<file path="config.mk">
export PLATFORM = sky130hd
export DESIGN_NAME = shift_seq_32
export DESIGN_NICKNAME = d
export VERILOG_FILES = /design/src/rtl/shift_seq_32.sv
export SDC_FILE = /design/constraint.sdc
export NUM_CORES = 1
export LEC_CHECK = 0
export CAP_MARGIN = 20
export CORE_AREA = 2 2 71 79
export CTS_CLUSTER_SIZE = 28
export DETAILED_ROUTE_END_ITERATION = 6
export DIE_AREA = 0 0 73 81
export HOLD_SLACK_MARGIN = 0.15
export PLACE_DENSITY = 0.84
export REMOVE_ABC_BUFFERS = 1
export SLEW_MARGIN = 5
export SYNTH_ARGS = -nofsm -noshare
export SYNTH_HDL_FRONTEND = slang
export SYNTH_SLANG_ARGS = --single-unit
</file>
<file path="constraint.sdc">
create_clock -name clk -period 2.1 [get_ports clk]
set_input_delay 0.21 -clock clk [delete_from_list [all_inputs] [get_ports clk]]
set_output_delay 0.21 -clock clk [all_outputs]
set_load 0.01 [all_outputs]
</file>
<file path="src/rtl/shift_seq_32.sv">
// shift_seq_32: sequential 32-bit shifter, one bit per clock, start/busy/done handshake.
// Ops: LRRA 00=SLL, 01=SRL, 10=SRA, 11=rotate right when ROTATE_EN is defined,
// otherwise 11 is a pass-through that finishes immediately with Y=D.
// C_BS holds the last bit shifted out (0 when no step was taken).
// Optional macro: ROTATE_EN
module shift_seq_32 #(
    parameter int WIDTH = 32,
    parameter int CNT_W = 5
) (
    input  logic             clk,
    input  logic             reset,
    input  logic             start,
    input  logic [WIDTH-1:0] D,
    input  logic [CNT_W-1:0] shift_val,
    input  logic [1:0]       LRRA,
    output logic [WIDTH-1:0] Y,
    output logic             C_BS,
    output logic             busy,
    output logic             done
);

    typedef enum logic [1:0] {
        ST_IDLE  = 2'b00,
        ST_SHIFT = 2'b01,
        ST_DONE  = 2'b10
    } state_t;

    localparam logic [1:0] OP_SLL = 2'b00;
    localparam logic [1:0] OP_SRA = 2'b10;
    localparam logic [1:0] OP_ROR = 2'b11;

    state_t           state_reg, state_next;
    logic [WIDTH-1:0] y_reg, y_next;
    logic             c_reg, c_next;
    logic [CNT_W-1:0] cnt_reg, cnt_next;
    logic [1:0]       op_reg, op_next;

    // One-bit step datapath, derived from the latched op
    logic             shift_left;
    logic             fill_bit;
    logic             step_c;
    logic [WIDTH-1:0] step_y;

    // Select direction, the bit entering at the MSB, and the bit falling out
    always_comb begin
        shift_left = (op_reg == OP_SLL);
        fill_bit   = 1'b0;
        if (op_reg == OP_SRA) begin
            fill_bit = y_reg[WIDTH-1];
        end
`ifdef ROTATE_EN
        if (op_reg == OP_ROR) begin
            fill_bit = y_reg[0];
        end
`endif
        step_c = shift_left ? y_reg[WIDTH-1] : y_reg[0];
    end

    // Per-bit neighbour mux: left takes the lower neighbour, right the upper one
    generate
        for (genvar gi = 0; gi < WIDTH; gi++) begin : g_step
            if (gi == 0) begin : g_lsb
                assign step_y[gi] = shift_left ? 1'b0 : y_reg[gi+1];
            end else if (gi == WIDTH - 1) begin : g_msb
                assign step_y[gi] = shift_left ? y_reg[gi-1] : fill_bit;
            end else begin : g_mid
                assign step_y[gi] = shift_left ? y_reg[gi-1] : y_reg[gi+1];
            end
        end
    endgenerate

    // Next-state and datapath update for the handshake FSM
    always_comb begin
        state_next = state_reg;
        y_next     = y_reg;
        c_next     = c_reg;
        cnt_next   = cnt_reg;
        op_next    = op_reg;
        case (state_reg)
            ST_IDLE: begin
                if (start) begin
                    y_next   = D;
                    cnt_next = shift_val;
                    op_next  = LRRA;
                    c_next   = 1'b0;
                    if (shift_val == '0) begin
                        state_next = ST_DONE;
                    end
`ifndef ROTATE_EN
                    else if (LRRA == OP_ROR) begin
                        // Pass-through op: no steps regardless of amount
                        state_next = ST_DONE;
                    end
`endif
                    else begin
                        state_next = ST_SHIFT;
                    end
                end
            end
            ST_SHIFT: begin
                y_next   = step_y;
                c_next   = step_c;
                cnt_next = cnt_reg - CNT_W'(1);
                if (cnt_reg == CNT_W'(1)) begin
                    state_next = ST_DONE;
                end
            end
            ST_DONE: begin
                state_next = ST_IDLE;
            end
            default: begin
                state_next = ST_IDLE;
            end
        endcase
    end

    // State and datapath registers with synchronous reset
    always_ff @(posedge clk) begin
        if (reset) begin
            state_reg <= ST_IDLE;
            y_reg     <= '0;
            c_reg     <= 1'b0;
            cnt_reg   <= '0;
            op_reg    <= '0;
        end else begin
            state_reg <= state_next;
            y_reg     <= y_next;
            c_reg     <= c_next;
            cnt_reg   <= cnt_next;
            op_reg    <= op_next;
        end
    end

    assign Y    = y_reg;
    assign C_BS = c_reg;
    assign busy = (state_reg != ST_IDLE);
    assign done = (state_reg == ST_DONE);

endmodule

</file>
==> impl_metrics.yaml <==
floorplan:
  die_h_um: 81
  initial_core_util_pct: 48.6
  die_area_sq_mm: 0.00591
  core_area_sq_mm: 0.00522
  die_width_um: 73
  row_count: 28
  io_pins: 77
worst_setup_path:
  worstSetupStartpoint: "state_reg[0]"
  cp.arrival_ns: 1.65
  crit_type: "reg -> out"
  cp-endpoint: "busy"
  max_stage_delay_ns: 0.64
  r2r_slack_ns: 0.43
  reg2reg_to: "Y[24]"
  cp-end-kind: "primary output"
  critPathMaxFanout: 15
  path_cells: "or2_2 > clkdlybuf4s50_1"
  critPathSlowestCell: "dfxtp_1"
  worstReg2RegStart: "state_reg[0]"
  crit_path_start_kind: "flop"
  required_ns: 1.89
  worstRegToRegCells: 4
sta:
  tns_ns: 0
  period_share_pct: 88.8
  period_minus_slack_ns: 1.86
  slew_violations: 0
  fin_hold_ws_ns: 0.458
  tightest_slew_ns: 0.579
  rsz0062_at_grt: "no"
  setup_viol: 0
  slew_headroom_pct: 61.4
  fmaxAchievable_ghz: 0.536
  skew_ns: 0.00288
  hold_violations: 0
clocking:
  ctsHoldBuffers: 0
  cts_tree: "done"
  clkSinkCount: 42
  cts-resized-gates: 0
  clk_pin_slew_ns: 0.08
  worstSkewPairLatency_ns: 0.29
  numCtsBuffers: 5
  post_cts_buffers: 0
  cts-htree-levels: 2
  cts_root_buf: "clkbuf_8"
  ctsLongestPathBuffers: 2
power_and_ir_drop:
  powerDensity_mw_per_mm2: 728
  leakagePower_nw: 1.17
  ir_drop_v: 0.000392
synthesis:
  ys_ff_latch: 42
  ys_seq_area_share_pct: 33.2
  synth_warnings: 0
  synth_top_area_share_pct: 33.2
  yosysUniqueCellTypes: 37
  yosysTopAreaCell: "dfxtp_1"
  synth_area_leaders: "dfxtp_1 (33%), o21ai_0 (13%), a21oi_1 (12%)"
  synthCells: 326
  syn_area_sq_mm: 0.00253
  synth.avg_cell_area_sq_um: 7.78
layout:
  nets: 427
  syn_to_final_growth_pct: 34.4
  diodes: 0
  layout-drive-gt1-share_pct: 6.77
  mostFrequentLayoutCells: "clkdlybuf4s50_1 (76), o21ai_0 (66), a21oi_1 (63)"
  largest_reg_flops: 32
  layout_commonest_cell: "clkdlybuf4s50_1"
global_routing:
  grt_usage_pct: 23.4
  grt_pass1_wl_mm: 11.2
  grt-ovfl-total: 0
  grt_max_degree: 41
  grt_antenna_before_repair: 0
  grt_pass1_vias: 2400
route:
  drtPass1Iterations: 4
  drcViolationCount: 0
  vias: 2645
  avgRoutedWirePerCell_um: 15.3
  finalWirelength_mm: 6.80
  ant_nets: 0
  drtIter0Drc: 219
  routed_via_density: 5.96
placed_design:
  io_buffers: 76
  gp_congestion: 0.855
  hpwl_mm: 4.54
worst_hold_path:
  worstHoldPathType: "reg -> reg"
status:
  outcome: "completed"
run:
  max_cap_violations: 0
==> power breakdown <==
part	internal [W]	total [W]	switching [W]
combinational	0.000474	0.000872	0.000398
clock	0.000265	0.000534	0.000269
sequential	0.000911	0.00107	0.000163
total	0.00165	0.00248	0.000830
==> synth_stat cells (all sizes together) <==
library cell and number:
clkinv 1, or4b 1, a221oi 2, or2 1, buf 17, nor3 3, inv 4, and2b 1
nor3b 35, o21a 31, nor2b 2, a31oi 3, nand3b 5, nor2 5, o21ai 66, mux2i 4
a21oi 63, dfxtp 42, o21ba 1, a2111oi 1, nand2b 1, a32o 1, a311oi 1, o21bai 1
a22oi 1, o31a 1, o211ai 2, and3b 2, nand2 5, nor4 1, o221ai 1, ha 2
clkbuf 19
==> critical path: cells and delay by family, from the launching register on <==
family                 cells  cell delay [ns]
AND/OR/NAND/NOR            1             0.20
flip-flops                 1             0.64
buffers and inverters      1             0.52
==> cells by family after synthesis <==
logic type	count (synthesis)	synth area share, %
AO/OA/AOI/OAI	175	40.1
adder cells (fa/ha/maj)	2	0.987
buffers and inverters	41	7.45
flip-flops	42	33.2
multiplexers	4	1.58
AND/OR/NAND/NOR	62	16.7
==> layer usage <==
| layer | track usage [%] | share of wire (%) | wire [um] | up-vias |
|---|---|---|---|---|
| li1 | - | - | - | 1309 |
| met1 | 31.1 | 45 | 3050 | 1248 |
| met2 | 38.9 | 49 | 3340 | 79 |
| met3 | 4.34 | 4.6 | 316 | 9 |
| met4 | 5.93 | 1.3 | 91 | 0 |
| met5 | 0 | 0 | 0 | - |
==> worst min-delay path by stage <==
stage                from   end  slack [ns]  cells after the start
global route         C_BS  C_BS        0.50                      2
floorplan           reset  Y[0]        0.28                      1
global placement     C_BS  C_BS        0.44                      2
finish               C_BS  C_BS        0.46                      2
detailed placement   C_BS  C_BS        0.45                      2
CTS                  C_BS  C_BS        0.46                      2
==> final cells by class <==
class,count,area [sq um]
inverter,5,18.8
fill,462,1810
tap,60,75.1
sequential,42,843
clock buffer,7,86.3
timing repair buffer,86,873
clock inverter,1,5.00
multi-input combinational,243,1510
==> per-stage QoR <==
step / util, % / worst slack, ns / instances / instance area [sq um] / power, W
floorplan: - / 0.0106 / 290 / 2360 / 0.00150
global placement: 63.5 / 0.375 / 436 / 3320 / 0.00194
detailed placement: 63.5 / 0.323 / 436 / 3320 / 0.00196
CTS: 65.3 / 0.237 / 444 / 3410 / 0.00249
global route: 65.3 / 0.147 / 444 / 3410 / 0.00262
finish: 65.3 / 0.235 / 444 / 3410 / 0.00248
No activity file was read; power rests on OpenSTA's default activity.
